## config.mk

```make
export PLATFORM = sky130hd
export DESIGN_NAME = disp_arbiter
export DESIGN_NICKNAME = d
export VERILOG_FILES = /design/src/rtl/disp_arbiter_pkg.sv /design/src/rtl/disp_pick.sv /design/src/rtl/disp_arbiter.sv
export SDC_FILE = /design/constraint.sdc
export NUM_CORES = 1
export LEC_CHECK = 0
export CAP_MARGIN = 25
export CORE_UTILIZATION = 40
export DETAILED_ROUTE_END_ITERATION = 7
export HOLD_SLACK_MARGIN = 0.03
export PLACE_DENSITY = 0.74
export SYNTH_ARGS = -nofsm -noshare
export SYNTH_HDL_FRONTEND = slang
export SYNTH_SLANG_ARGS = --single-unit
export TNS_END_PERCENT = 5
```

## constraint.sdc

```tcl
create_clock -name clk -period 2.7 [get_ports clk]
set_input_delay 0.405 -clock clk [delete_from_list [all_inputs] [get_ports clk]]
set_output_delay 0.405 -clock clk [all_outputs]
set_load 0.01 [all_outputs]
```

## src/rtl/disp_arbiter_pkg.sv

```systemverilog
// disp_arbiter_pkg: shared widths, blank pattern, requester indices, FSM states and one-hot helper
package disp_arbiter_pkg;
  localparam int DW = 26;
  localparam logic [DW-1:0] BLANK = 26'h0DDDDDD;
  localparam int SRC_GAME = 0;
  localparam int SRC_SCORE = 1;
  localparam int SRC_BANNER = 2;
  typedef enum logic {IDLE, OWN} state_t;
  function automatic logic [2:0] lowest1h(input logic [2:0] r);
    return r & (~r + 3'd1);
  endfunction
endpackage

```

## src/rtl/disp_pick.sv

```systemverilog
// disp_pick: next one-hot owner from requests, current owner and rotate mode
module disp_pick
  import disp_arbiter_pkg::*;
(
  input  logic [2:0] req,
  input  logic [2:0] grant,
  input  logic       rotate,
  output logic [2:0] next
);
  logic [2:0] higher, rr;
  logic own_req, others;
  always_comb begin
    higher = req & (grant - 3'd1);
    own_req = |(req & grant);
    others = |(req & ~grant);
    rr = grant[SRC_GAME] ? (req[SRC_SCORE] ? 3'b010 : 3'b100) :
         grant[SRC_SCORE] ? (req[SRC_BANNER] ? 3'b100 : 3'b001) :
         (req[SRC_GAME] ? 3'b001 : 3'b010);
    next = (rotate && own_req && others) ? rr :
           |higher ? lowest1h(higher) :
           own_req ? grant : lowest1h(req);
  end
endmodule

```

## src/rtl/disp_arbiter.sv

```systemverilog
// disp_arbiter: 3-source display bus arbiter with minimum hold; define ROTATE_EN for round-robin sharing
module disp_arbiter
  import disp_arbiter_pkg::*;
#(
  parameter int HOLD_CYCLES = 50000000
) (
  input  logic          clk,
  input  logic          rst,
  input  logic [2:0]    req,
  input  logic [DW-1:0] data0,
  input  logic [DW-1:0] data1,
  input  logic [DW-1:0] data2,
  output logic [2:0]    grant,
  output logic [DW-1:0] display_q,
  output logic          hold_done
);
  localparam int CW = HOLD_CYCLES > 1 ? $clog2(HOLD_CYCLES) : 1;
  localparam logic [CW-1:0] LAST = CW'(HOLD_CYCLES - 1);
`ifdef ROTATE_EN
  localparam logic ROTATE = 1'b1;
`else
  localparam logic ROTATE = 1'b0;
`endif
  state_t state, state_n;
  logic [CW-1:0] cnt, cnt_n;
  logic [2:0] nxt, grant_n;
  logic [DW-1:0] disp_n, own_data, nxt_data;
  logic done_n, arb;
  disp_pick u_pick (.req(req), .grant(grant), .rotate(ROTATE), .next(nxt));
  // arbitration only happens when idle or once the hold has expired
  always_comb begin
    own_data = grant[SRC_GAME] ? data0 : grant[SRC_SCORE] ? data1 : data2;
    nxt_data = nxt[SRC_GAME] ? data0 : nxt[SRC_SCORE] ? data1 : data2;
    arb = state == IDLE || hold_done;
    state_n = state;
    grant_n = grant;
    disp_n = display_q;
    cnt_n = cnt;
    done_n = hold_done;
    if (arb && nxt == 3'b000) begin
      state_n = IDLE;
      grant_n = 3'b000;
      disp_n = BLANK;
      cnt_n = '0;
      done_n = 1'b0;
    end else if (arb && nxt != grant) begin
      state_n = OWN;
      grant_n = nxt;
      disp_n = nxt_data;
      cnt_n = '0;
      done_n = LAST == '0;
    end else begin
      cnt_n = cnt == LAST ? cnt : cnt + 1'b1;
      done_n = cnt_n == LAST;
      disp_n = |(req & grant) ? own_data : display_q;
    end
  end
  always_ff @(posedge clk) begin
    if (rst) begin
      state <= IDLE;
      grant <= 3'b000;
      display_q <= BLANK;
      cnt <= '0;
      hold_done <= 1'b0;
    end else begin
      state <= state_n;
      grant <= grant_n;
      display_q <= disp_n;
      cnt <= cnt_n;
      hold_done <= done_n;
    end
  end
endmodule

```

# == Yosys cells after proc, flatten, opt, wreduce, memory -nomap -nowiden ==
# Cells that the tools add are included.
# word_totals
ff_bits,57
wordCells,37
# classes
addsub,4
eq_ne,3
n_mux,9
bitwise_logic,7
reduce_logical,9
# op_table
cell,n
26-bit 2-to-1 mux,7
26-bit equality test (second input constant),2
26-bit by 1-bit adder with 26-bit output (second input constant),1
3-bit bitwise AND,4
3-bit OR reduction,3
3-bit by 1-bit adder with 3-bit output (second input constant),2
3-bit 2-to-1 mux,2
3-bit NOT,2
3-bit zero test,1
3-bit inequality test,1
3-bit by 1-bit subtractor with 3-bit output (second input constant),1
1-bit logical AND,2
2-bit nonzero test,1
2-bit OR reduction,1
1-bit logical OR,1
1-bit NOT,1

# == Logic depth before layout (Yosys ltp) ==
# Gate-level depths: netlist (run 1).
# depth
ltp_word,9
mapped_depth,11
depth_no_buf,9

# == By module ==
# From an unflattened synthesis (run 1), not the netlist that was laid out.
# hier_totals
hier_cells,555
hier_area_um2,4290.4
# modules_own_cells
mod,instances,cells_each,area_each_um2,seq_area_each_um2
disp_arbiter,1,512,3983.8,1141.1
disp_pick,1,43,306.5,0.0

# == Worst setup path after synthesis (run 1) ==
# No wires, ideal clock.
# synth_path
path_kind,register -> register
startpoint,register grant[1]
endpoint,register display_q[7]
setup_ns,0.133
t_arrival_ns,2.402
path_slack_ns,0.165
stages_incl_launch_ff,12
path_buffers,2
synth_period_minus_slack_ns,2.535
cell_sequence,dfxtp_1 > inv_1 > ha_1 > nand2b_1 > nand2_1 > o32ai_1 > buf_2 > buf_2 > mux2i_1 > nor2_1 > a211oi_1 > o21ai_0
# synth_between
elab_chain_cells,9
word_cells_on_any_way,22
# synth_rtl
item,line_no,source
from (decl),disp_arbiter.sv:13,"output logic [2:0] grant,"
from (signal assigned),disp_arbiter.sv:67,grant <= grant_n;
3-bit by 1-bit subtractor with 3-bit output,disp_pick.sv:13,higher = req & (grant - 3'd1);
3-bit bitwise AND,disp_pick.sv:13,
3-bit NOT,disp_arbiter_pkg.sv:10,return r & (~r + 3'd1);
3-bit by 1-bit adder with 3-bit output,disp_arbiter_pkg.sv:10,
3-bit bitwise AND,disp_arbiter_pkg.sv:10,
3-bit 2-to-1 mux,disp_pick.sv:20,|higher ? lowest1h(higher) :
"3-bit inequality test, or another cell as far along",disp_arbiter.sv:46,end else if (arb && nxt != grant) begin
"1-bit logical AND, or another cell as far along",disp_arbiter.sv:46,
"26-bit 2-to-1 mux, or another cell as far along",disp_arbiter.sv:46,
to (signal assigned),disp_arbiter.sv:68,display_q <= disp_n;
to (decl),disp_arbiter.sv:14,"output logic [DW-1:0] display_q,"
# Parallel ways exist; a longest one is shown, timed or not. The select of a mux whose other input is x is not followed.
# A chain may end at the register's enable or synchronous reset.

# == Worst setup path after layout (run 1) ==
# layout_path
startpoint,register grant[1]
endpoint,register display_q[6]
# Same word-level chain as after synthesis.

==> flow_metrics.py, run 1 <==
metrics = {
    "synthesis": {
        "synth_cell_types": 53,
        "synth_warnings": 0,
        "synth_top_area_frac": 0.282,
        "synth_top_area_cell": "dfxtp_1",
        "synthTopCellsByCount": "nor2_1 (120), dfxtp_1 (57), a211oi_1 (55)",
        "synth_edf_count": 0,
        "yosysMostFrequentCell": "nor2_1",
        "synth_cells": 540,
        "avgSynthCellArea_um2": 7.48,
        "seq_area_frac_synth": 0.282,
        "synth_area_leaders": "dfxtp_1 (28%), mux2i_1 (13%), nor2_1 (11%)",
        "synth_nets": 625,
        "synth_seq_cells": 57,
        "syn_area_um2": 4040,
        "ys.flop_type": "dfxtp_1",
        "async_reset_ff_frac": 0,
    },
    "cts": {
        "htree_levels": 3,
        "cts_tree": "done",
        "cts_root_buf": "clkbuf_8",
        "hold_buffers": 0,
        "cts_buffer_depth": 2,
        "cts_num_sinks": 57,
        "clk_pin_slew_ns": 0.07,
        "cts_buffers": 9,
        "clkLatencyLatePin_ns": 0.34,
    },
    "detailed_routing": {
        "via_count": 4413,
        "drtIter0Drc": 226,
        "firstDrtPassIters": 5,
        "ant_nets": 0,
        "drt-total-wl_mm": 12.4,
        "drcViolationCount": 0,
        "via_per_inst": 5.66,
        "wl_per_cell_um": 15.9,
    },
    "run_status": {
        "status": "complete, no violations",
    },
    "placement": {
        "dp_cells": 764,
        "dpl.hpwl_mm": 8.95,
        "portBuffers": 112,
        "gp_congestion": 0.876,
    },
    "layout": {
        "design.final.nets": 727,
        "final_core_util": 0.579,
        "syn2layout_area_growth_pct": 40.2,
        "fill_cells": 859,
        "layout.cells.non_filler": 779,
        "antenna_cells": 0,
        "drive_gt1_frac": 0.0820,
    },
    "worst_setup_path": {
        "critical_path_class": "flop to flop",
        "crit_path_end_kind": "flop",
        "arrival_ns": 2.80,
        "r2r_slack_ns": 0.16,
        "crit_fanout": 9,
        "critPathLaunchType": "flop",
        "cp_data_required_time_ns": 2.96,
    },
    "worst_hold_path": {
        "worstHoldPathType": "flop to flop",
    },
    "grt": {
        "antenna_found_initial": 0,
        "first_global_vias": 4094,
        "grt_usage": 0.240,
        "grt_pass1_wl_mm": 19.8,
        "grt_max_degree": 53,
        "overflow": 0,
    },
    "floorplan": {
        "die_w_um": 103,
        "core_um2": 9770,
        "initial_core_util": 0.413,
        "fp.dieH_um": 103,
        "io_pins": 113,
        "rows": 36,
        "die_area_um2": 10500,
    },
    "timing": {
        "post-route-period-util": 0.940,
        "tightest_slew_ns": 0.685,
        "max_freq_mhz": 394,
        "slew_headroom": 0.536,
        "whs_ns": 0.504,
        "final_hold_viol_count": 0,
        "finalSetupViolCount": 0,
        "skew_ns": 0.0157,
        "final-max-slew-violation-count": 0,
        "grt_setup_unrepaired": "yes",
        "finalCriticalPeriod_ns": 2.54,
    },
    "job": {
        "drv_cap": 0,
    },
    "power": {
        "leakage_nw": 2.03,
        "powerDensity_nw_per_um2": 570,
        "peakVddDrop_uv": 307,
    },
}
==> flip-flops by register name, indices dropped and copies added (netlist names) <==
name       cells
grant          3
hold_done      1
cnt           26
state          1
display_q     26
==> cell usage in the layout (no fill, tap or decap), drive strengths merged, types with 4 or more instances in the layout <==
cell type,synthesis,final
nor2,120,120
clkdlybuf4s50,0,112
dfxtp,57,57
a211oi,55,55
mux2i,52,52
a21oi,41,41
nand2,29,29
o21ai,24,24
buf,19,22
xnor2,17,17
nor3,14,14
clkbuf,24,11
nand3,9,9
nand4,9,9
xor2,8,8
nand2b,7,7
and3,6,6
nor4,6,6
inv,4,4
o31ai,4,4
==> per-layer routing <==
layer	part of all wire	vias up	track usage
li1	-	2167	-
met2	0.46	185	0.393
met3	0.078	25	0.0393
met4	0.023	0	0.107
met5	0	-	0
met1	0.44	2036	0.312
==> what timing repair did <==
item                                    4_1_cts  5_1_grt
buffers inserted                              0        0
hold endpoints to repair                      0        0
endpoints found under the setup margin        0       29
resized for setup                             0        3
==> metrics by stage <==
step | setup slack [ns] | power [mW] | cell area (um^2) | TNS, ns
floorplan | 0.165 | 1.72 | 4040 | 0
global placement | 0.0384 | 2.27 | 5420 | 0
detailed placement | -0.123 | 2.30 | 5420 | -2.43
CTS | 0.0987 | 3.24 | 5650 | 0
global route | -0.0313 | 3.40 | 5660 | -0.0436
finish | 0.161 | 3.23 | 5660 | 0
==> path summary, 6_finish.rpt <==
kind | end | depth (start not counted) | from
worst min-delay path | cnt[1]$_SDFF_PP0_ | 2 | cnt[1]$_SDFF_PP0_
worst min register to register | cnt[1]$_SDFF_PP0_ | 2 | cnt[1]$_SDFF_PP0_
worst max-delay path | display_q[6]$_SDFFE_PP1P_ | 9 | grant[1]$_SDFFE_PP0N_
worst max register to register | display_q[6]$_SDFFE_PP1P_ | 9 | grant[1]$_SDFFE_PP0N_
==> logic make-up (layout without fill, tap and decap cells) <==
kind of cell             after synthesis  in the layout  share of synthesized area
XOR/XNOR                              25             25                     0.0542
buffers and inverters                 47            153                     0.0489
AND/OR/NAND/NOR                      214            214                      0.245
multiplexers                          53             53                      0.132
adder cells (fa/ha/maj)                2              2                    0.00619
flip-flops                            57             57                      0.282
AO/OA/AOI/OAI                        142            142                      0.231
==> report_power, final <==
part	total, mW	internal (mW)	switching [mW]	leakage (nW)
clock	0.928	0.566	0.362	0.112
sequential	1.01	0.942	0.0707	0.466
combinational	1.29	0.632	0.658	1.46
total	3.23	2.14	1.09	2.03
==> critical path, stage by stage, from the launching register on <==
cell,delay (ns)
dfxtp_2,0.34
inv_1,0.07
ha_1,0.27
nand2b_1,0.19
nand2_1,0.21
o311ai_1,0.63
o31a_1,0.28
buf_4,0.20
a211oi_1,0.08
o21ai_0,0.19
==> final cells by class <==
type                       instances  area (um^2)  area share
tap                              133          166      0.0294
clock inverter                     4         76.3      0.0135
clock buffer                      11          151      0.0267
inverter                           4         15.0     0.00265
sequential                        57         1140       0.202
timing repair buffer             134         1360       0.239
multi-input combinational        436         2760       0.486
(Power assumes the default switching activity.)
==> inputs of run 2 (changes only) <==
Settings changed: CTS_CLUSTER_SIZE set to 14.
==> results of run 2 <==
No change in the layout: final DEF, timing and power equal those of run 1.
==> inputs of run 3 (changes only) <==
Settings changed: PLACE_DENSITY 0.74 to 0.69.
==> flow_metrics.py, run 3 (same netlist as run 1, synthesis figures left out) <==
metrics = {
    "layout": {
        "top_regs": "cnt (26), display_q (26), grant (3)",
        "fill_cells": 915,
        "final_common_cell": "nor2_1",
        "design.final.nets": 725,
        "seq_area_um2": 1140,
        "antenna_cells": 0,
        "multi_input_comb_area_um2": 2760,
        "final_area_um2": 5600,
        "syn2layout_area_growth_pct": 38.6,
        "final_cell_mix": "nor2_1 (119), clkdlybuf4s50_1 (112), a211oi_1 (55), dfxtp_1 (55), mux2i_1 (52)",
        "final_core_util": 0.573,
        "layout.cells.non_filler": 778,
        "drive_gt1_frac": 0.0775,
    },
    "worst_setup_path": {
        "slowest_stage": "a41o_1",
        "crit_fanout": 15,
        "critPathLaunchType": "flop",
        "critical_path.max_stage_delay_ns": 0.47,
        "worstPathCellList": "inv_1 > ha_1 > nand2b_1 > nand2_1 > o32ai_4 > buf_12 > a41o_1 > nor3_1",
        "crit_buf_inv": 2,
        "critical_path_class": "flop to flop",
        "arrival_ns": 2.68,
        "cp_data_required_time_ns": 2.89,
        "crit_path_end_kind": "flop",
        "crit_family": "compound AO/OA/AOI/OAI gates",
    },
    "timing": {
        "slew_headroom": 0.645,
        "max_freq_mhz": 403,
        "grt_setup_unrepaired": "no",
        "skew_ns": 0.00742,
        "final-max-slew-violation-count": 0,
        "post-route-period-util": 0.919,
        "finalSetupViolCount": 0,
        "final_hold_viol_count": 0,
        "finalCriticalPeriod_ns": 2.48,
        "layout_setup_ws_ns": 0.218,
        "tightest_slew_ns": 0.532,
    },
    "grt": {
        "grt_max_degree": 54,
        "overflow": 0,
        "first_global_vias": 4115,
        "grt_pass1_wl_mm": 19.7,
        "grt_usage": 0.236,
        "antenna_found_initial": 0,
    },
    "detailed_routing": {
        "via_per_inst": 5.60,
        "firstDrtPassIters": 5,
        "via_count": 4356,
        "drcViolationCount": 0,
        "drtIter0Drc": 174,
        "wl_per_cell_um": 15.7,
        "drt-total-wl_mm": 12.2,
        "ant_nets": 0,
    },
    "power": {
        "leakage_nw": 2.01,
        "peakVddDrop_uv": 265,
        "power_frac_seq": 0.335,
        "powerDensity_nw_per_um2": 539,
        "switchingPower_mw": 1.06,
        "swShare": 0.351,
        "combPwrFrac": 0.429,
        "p_int_mw": 1.96,
        "clkPwrFrac": 0.236,
    },
    "cts": {
        "postCtsSetupBuffers": 0,
        "hold_buffers": 0,
        "cts_root_buf": "clkbuf_8",
        "htree_levels": 3,
        "cts_num_sinks": 57,
        "clkLatencyLatePin_ns": 0.33,
        "cts_resized": 0,
        "clk_pin_slew_ns": 0.06,
        "cts_tree": "done",
        "cts_buffer_depth": 2,
        "cts_buffers": 9,
    },
    "worst_hold_path": {
        "worstHoldPathType": "flop to flop",
    },
    "placement": {
        "dpl.hpwl_mm": 8.72,
        "post-place-ws_ns": -0.118,
        "placed_cell_area_um2": 5420,
        "gp_congestion": 0.875,
        "portBuffers": 112,
        "dp_cells": 762,
    },
    "job": {
        "drv_cap": 0,
    },
    "floorplan": {
        "initial_core_util": 0.413,
        "core_um2": 9770,
        "io_pins": 113,
        "die_area_um2": 10500,
        "rows": 36,
        "die_w_um": 103,
        "fp.dieH_um": 103,
    },
    "run_status": {
        "status": "complete, no violations",
    },
}
[run 3: final cells by class]
type | instances | area share
flip-flops and latches | 57 | 0.204
inverters | 4 | 0.00268
multi-input cells | 436 | 0.492
well taps | 133 | 0.0297
clock buffers | 13 | 0.0284
clock inverters | 3 | 0.00268
repair buffers | 132 | 0.240
[run 3: worst min-delay path: stages (launching register included)]
cell     delay [ns]
dfxtp_1        0.33
nor4_1         0.05
nor2_1         0.08
[run 3: layer usage]
layer,part of all wire,global-route usage
met1,0.45,0.298
met2,0.47,0.395
met3,0.063,0.0522
met4,0.019,0.0846
met5,0,0
[run 3: power by group through the flow]
stage	clock, mW	sequential [mW]	combinational [mW]
2_1_floorplan	0	1.05	0.665
3_3_place_gp	0	1.02	1.27
3_5_place_dp	0	1.03	1.28
4_1_cts	0.733	1.01	1.29
5_1_grt	0.776	1.02	1.41
6_report	0.711	1.01	1.29
[run 3: worst paths after layout]
path	startpoint	endpoint	slack [ns]	depth (start not counted)
max	grant[1]$_SDFFE_PP0N_	display_q[13]$_SDFFE_PP0P_	0.22	8
min	state$_SDFFE_PP0N_	state$_SDFFE_PP0N_	0.50	2
max reg2reg	grant[1]$_SDFFE_PP0N_	display_q[13]$_SDFFE_PP0P_	0.22	8
min reg2reg	state$_SDFFE_PP0N_	state$_SDFFE_PP0N_	0.50	2
[run 3: per-stage QoR]
step	power, mW	hold slack [ns]	setup TNS (ns)
6_report	3.02	0.504	0
5_1_grt	3.20	0.546	0
4_1_cts	3.03	0.497	0
3_5_place_dp	2.31	0.479	-2.27
3_3_place_gp	2.29	0.487	0
2_1_floorplan	1.72	0.449	0
